--- src/rtl/warp_dispatcher.sv ---
// warp_dispatcher: pulls kernels from the warp scheduler into a one-entry
// staging register, starts them on the lowest-index idle SIMD core, tracks
// per-core busy state and reports one retired warp ID per cycle.

package warp_dispatcher_pkg;
    localparam int LOG2_THREAD_COUNT = 4;

    typedef struct packed {
        logic [LOG2_THREAD_COUNT-1:0] thread_count;
        logic [31:0]                  start_pc;
        logic [3:0]                   warp_id;
    } kernel_t;
endpackage

// Per-core tracker: IDLE -> BUSY on start, BUSY -> RETIRE on done,
// RETIRE -> IDLE when the retirement arbiter grants this core.
module warp_core_slot (
    input  logic       clk,
    input  logic       rst,
    input  logic       start,
    input  logic       done,
    input  logic       grant,
    input  logic [3:0] warp_id_in,
    output logic       idle,
    output logic       retire,
    output logic [3:0] warp_id
);
    typedef enum logic [1:0] {IDLE, BUSY, RETIRE} state_t;
    state_t state;

    // Core state and the warp ID it is running; done outside BUSY is ignored.
    always_ff @(posedge clk or posedge rst) begin
        if (rst) begin
            state   <= IDLE;
            warp_id <= '0;
        end else begin
            case (state)
                IDLE:    if (start) begin
                             state   <= BUSY;
                             warp_id <= warp_id_in;
                         end
                BUSY:    if (done)  state <= RETIRE;
                RETIRE:  if (grant) state <= IDLE;
                default: state <= IDLE;
            endcase
        end
    end

    assign idle   = (state == IDLE);
    assign retire = (state == RETIRE);
endmodule

module warp_dispatcher
    import warp_dispatcher_pkg::*;
#(
    parameter int NUM_CORES = 4,
    parameter int THREADS   = 8
) (
    input  logic                             clk,
    input  logic                             rst,
    input  logic                             valid_kernel,
    input  kernel_t                          kernel_in,
    input  logic [NUM_CORES-1:0]             core_done,
    output logic                             launch_kernel,
    output logic [NUM_CORES-1:0]             core_start,
    output logic [31:0]                      core_pc,
    output logic [THREADS-1:0]               core_mask,
    output logic [3:0]                       core_warp_id,
    output logic                             finished_valid,
    output logic [3:0]                       finished_warp_id,
    output logic [$clog2(NUM_CORES+1)-1:0]   busy_cores,
    output logic                             drop
);
    localparam int BW = $clog2(NUM_CORES+1);

    kernel_t                   hold;
    logic                      full;
    logic                      pending;
    logic [NUM_CORES-1:0]      idle, retire;
    logic [NUM_CORES-1:0]      start_sel, grant_sel;
    logic [NUM_CORES-1:0][3:0] slot_id;
    logic [3:0]                grant_id;
    logic                      dispatch, retiring, launch_nxt, accept, bad;
    logic [THREADS-1:0]        mask_nxt;

    // Lowest-index idle core for dispatch, lowest-index retiring core for grant.
    always_comb begin
        start_sel = '0;
        grant_sel = '0;
        grant_id  = 4'hF;
        for (int i = NUM_CORES-1; i >= 0; i--) begin
            if (idle[i]) begin
                start_sel    = '0;
                start_sel[i] = 1'b1;
            end
            if (retire[i]) begin
                grant_sel    = '0;
                grant_sel[i] = 1'b1;
                grant_id     = slot_id[i];
            end
        end
    end

    // Thermometer mask; lanes at or beyond thread_count stay off, which
    // saturates to all-ones once thread_count >= THREADS.
    always_comb begin
        mask_nxt = '0;
        for (int j = 0; j < THREADS; j++)
            mask_nxt[j] = (j < int'(hold.thread_count));
    end

    assign dispatch   = full && (|idle);
    assign retiring   = |retire;
    // Requests only from an empty HOLD; pending blocks the following cycle.
    assign launch_nxt = !full && !pending;
    assign accept     = pending && valid_kernel;
    assign bad        = (kernel_in.thread_count == '0) || (kernel_in.warp_id == 4'hF);

    for (genvar i = 0; i < NUM_CORES; i++) begin : g_slot
        warp_core_slot u_slot (
            .clk        (clk),
            .rst        (rst),
            .start      (start_sel[i] & full),
            .done       (core_done[i]),
            .grant      (grant_sel[i]),
            .warp_id_in (hold.warp_id),
            .idle       (idle[i]),
            .retire     (retire[i]),
            .warp_id    (slot_id[i])
        );
    end

    // Request handshake, staging register and all registered outputs.
    always_ff @(posedge clk or posedge rst) begin
        if (rst) begin
            hold             <= '0;
            full             <= 1'b0;
            pending          <= 1'b0;
            launch_kernel    <= 1'b0;
            drop             <= 1'b0;
            core_start       <= '0;
            core_pc          <= '0;
            core_mask        <= '0;
            core_warp_id     <= '0;
            finished_valid   <= 1'b0;
            finished_warp_id <= 4'hF;
            busy_cores       <= '0;
        end else begin
            launch_kernel <= launch_nxt;
            pending       <= launch_nxt;
            drop          <= accept && bad;

            // accept implies HOLD empty, dispatch implies HOLD full: exclusive
            if (dispatch)
                full <= 1'b0;
            if (accept && !bad) begin
                hold <= kernel_in;
                full <= 1'b1;
            end

            core_start   <= dispatch ? start_sel     : '0;
            core_pc      <= dispatch ? hold.start_pc : '0;
            core_mask    <= dispatch ? mask_nxt      : '0;
            core_warp_id <= dispatch ? hold.warp_id  : '0;

            finished_valid   <= retiring;
            finished_warp_id <= grant_id;

            busy_cores <= busy_cores + BW'(dispatch) - BW'(retiring);
        end
    end
endmodule

--- config.mk ---
export PLATFORM = sky130hd
export DESIGN_NAME = warp_dispatcher
export DESIGN_NICKNAME = d
export VERILOG_FILES = /design/src/rtl/warp_dispatcher.sv
export SDC_FILE = /design/constraint.sdc
export NUM_CORES = 1
export LEC_CHECK = 0
export BUFFER_PORTS_ARGS = -buffer_cell sky130_fd_sc_hd__buf_2
export CAP_MARGIN = 20
export CELL_PAD_IN_SITES_DETAIL_PLACEMENT = 1
export CELL_PAD_IN_SITES_GLOBAL_PLACEMENT = 1
export CORE_MARGIN = 2
export CORE_UTILIZATION = 43
export DETAILED_ROUTE_END_ITERATION = 7
export PLACE_DENSITY_LB_ADDON = 0.1
export SYNTH_ARGS = -nofsm -noshare
export SYNTH_HDL_FRONTEND = slang
export SYNTH_SLANG_ARGS = --single-unit
export TNS_END_PERCENT = 100
--- constraint.sdc ---
create_clock -name clk -period 4.4 [get_ports clk]
set_input_delay 0 -clock clk [delete_from_list [all_inputs] [get_ports clk]]
set_output_delay 0 -clock clk [all_outputs]
set_load 0.1 [all_outputs]
==> flow_metrics.py <==
metrics = {
    "worst_setup_path": {
        "worst_setup_path_start_kind": "flop",
        "crit_family": "adder cells",
        "cp_slowest_cell": "dfrtp_1",
        "cp_common_cell": "ha_1",
        "cp_max_fo": 37,
        "rr_startpoint": "g_slot[2].u_slot.state[1]",
        "cp.required_ns": 4.79,
        "endpoint_kind": "flop",
        "startpoint": "g_slot[2].u_slot.state[1]",
        "crit_path_cell_trace": "o22ai_4 > o31a_4 > clkinv_1 > ha_1 > inv_1 > ha_1 > fa_1 > xnor2_1",
        "critPathKind": "flop to flop",
        "crit_buf_inv": 2,
        "critical_path_arrival_ns": 3.14,
        "cpPeakStageDelay_ns": 0.48,
    },
    "final_layout": {
        "drive_above_1_share_pct": 47.3,
        "final_area_sq_um": 6420,
        "area_growth_pct": 38.0,
        "final_common_cell": "dfrtp_1",
        "layout_common_cells": "dfrtp_1 (119), buf_2 (104), mux2_2 (54)",
        "nets": 528,
        "diodes": 0,
        "final_cells": 627,
    },
    "floorplanning": {
        "coreArea_sq_um": 10400,
        "ios": 105,
        "fp.dieW_microns": 108,
        "die_h_microns": 108,
        "dieArea_sq_um": 11700,
        "rows": 37,
        "initial_core_util_pct": 44.7,
    },
    "sta": {
        "whs_ns": 0.110,
        "clock_skew_ns": 0.00800,
        "hold_viol_final": 0,
        "max_slew_margin_pct": 51.4,
        "finalCriticalPeriod_ns": 2.75,
        "setup_viol": 0,
        "worstMarginPinSlew_ns": 0.726,
        "fmax_mhz": 364,
        "setup_tns_ns": 0,
        "period_share_pct": 62.5,
        "slew_viol_final": 0,
        "rsz0062_at_grt": "no",
    },
    "logic_synthesis": {
        "postSynthCellCount": 315,
        "synth_flop_cell": "dfrtp_1",
        "synthArstFlopShare_pct": 100,
        "synth_area_sq_um": 4660,
        "syn_area_per_cell_sq_um": 14.8,
        "syn-num-nets": 365,
        "synth_area_leader_cell": "dfrtp_1",
        "yosysUniqueCellTypes": 41,
        "yosys_warnings": 0,
        "yosysSeqAreaShare_pct": 66.2,
        "synth_area_leaders": "dfrtp_1 (64%), mux2_2 (13%), and2_4 (4.1%)",
        "netlist.area_leader.share_pct": 64.0,
        "synth_seq_cells": 123,
        "synth_edf_count": 0,
    },
    "drt": {
        "vias_per_cell": 4.84,
        "avgRoutedWirePerCell_microns": 16.3,
        "ant_nets": 0,
        "drt_iter0_drc": 47,
        "vias": 3033,
        "dr.pass1.iters": 4,
        "drc": 0,
        "routed_wl_microns": 10200,
    },
    "global_routing": {
        "antenna_found_initial": 0,
        "grt_pass1_vias": 3336,
        "grt_max_degree": 91,
        "grt_pass1_wl_microns": 16700,
        "grt_util_all_layers_pct": 19.1,
        "overflow": 0,
    },
    "clock_network": {
        "htreeDepth": 4,
        "clockBufferDepth": 2,
        "cts_setup_buffers": 0,
        "root_buffer": "clkbuf_8",
        "cts_tree": "done",
        "post_cts_resize_count": 0,
        "cts_sinks": 123,
        "ctsHoldBuffers": 46,
        "clock_latency_ns": 0.51,
        "clk_pin_slew_ns": 0.06,
        "cts_made_buffers": 17,
    },
    "job": {
        "maxCapViolCount": 0,
    },
    "placement": {
        "placed_cell_area_sq_um": 5310,
        "dp_hpwl_microns": 6370,
        "dp.cells": 548,
        "routabilityCongestion": 0.750,
        "port_buffers": 104,
    },
    "pwr": {
        "ir_drop_uv": 443,
        "p_total_mw": 5.22,
        "leakage_nw": 3.12,
        "cellPowerDensity_nw_per_um2": 813,
    },
    "outcome": {
        "status": "complete, no violations",
    },
    "worst_hold_path": {
        "hp-class": "input pin to async pin",
    },
}
==> layer usage <==
metal | vias up | wire length (microns) | track usage, %
met5 | - | 0 | 0
met4 | 0 | 163 | 7.51
met3 | 15 | 496 | 4.76
met2 | 81 | 5330 | 32.4
met1 | 1536 | 4250 | 23.6
li1 | 1401 | - | -
==> worst paths after layout <==
kind                                              to  depth (start not counted)  slack (ns)
max in group asynchronous               core_mask[5]                          4        3.45
max reg2reg                            busy_cores[2]                          8        1.65
min                                      core_pc[20]                          3        0.11
max                                    busy_cores[2]                          8        1.65
min in group clk           g_slot[2].u_slot.state[0]                          3        0.25
min reg2reg                                  hold[5]                          1        0.48
==> tightest hold or removal path: cells and delay by family <==
| kind | cells | cell delay [ns] |
|---|---|---|
| buf+inv | 3 | 1.08 |
==> kinds of logic (layout without fill, tap and decap cells) <==
kind of cell / count (synthesis) / after routing / share of synthesized area, %
buffers and inverters: 17 / 193 / 1.96
AND/OR/NAND/NOR: 89 / 89 / 12.9
multiplexers: 57 / 57 / 13.8
flip-flops: 123 / 123 / 66.2
XOR/XNOR: 2 / 2 / 0.376
adder cells (fa/ha/maj): 3 / 3 / 0.967
AO/OA/AOI/OAI: 24 / 24 / 3.82
==> cell usage after synthesis (all sizes together) (3+ instances only) <==
| master | n |
|---|---|
| dfrtp | 119 |
| mux2 | 57 |
| and2 | 37 |
| nor2 | 18 |
| nand2 | 8 |
| buf | 7 |
| inv | 7 |
| a21oi | 6 |
| nand2b | 6 |
| o21ai | 5 |
| a31oi | 4 |
| dfstp | 4 |
| nor3 | 4 |
| o311ai | 4 |
| or3b | 4 |
| nor4 | 3 |
==> cell type report <==
type                       instances  area (sq um)
timing repair buffer             153          1020
fill                            1024          3990
multi-input combinational        175          1490
clock inverter                    15           213
tap                              136           170
inverter                           8          32.5
sequential                       123          3080
clock buffer                      17           414
==> state kept, by name, summed over array words and instances, names as in the netlist <==
signal and flops:
hold 40, core_pc 32, g_slot.u_slot.warp_id 16, core_mask 8
g_slot.u_slot.state 8, core_start 4, core_warp_id 4, finished_warp_id 4
busy_cores 3, drop 1, finished_valid 1, full 1
pending 1
==> where the power goes <==
| part | switching (mW) | total [mW] | internal [mW] |
|---|---|---|---|
| Combinational | 1.44 | 1.97 | 0.539 |
| Sequential | 0.243 | 1.80 | 1.55 |
| Clock | 0.522 | 1.45 | 0.932 |
==> through the flow <==
stage          utilization, %  setup WS, ns
2_1_floorplan               -          1.14
3_3_place_gp             51.0          1.71
3_5_place_dp             51.0          1.63
4_1_cts                  61.4          1.62
5_1_grt                  61.7          1.44
6_report                 61.7          1.65
(Power assumes the default switching activity.)
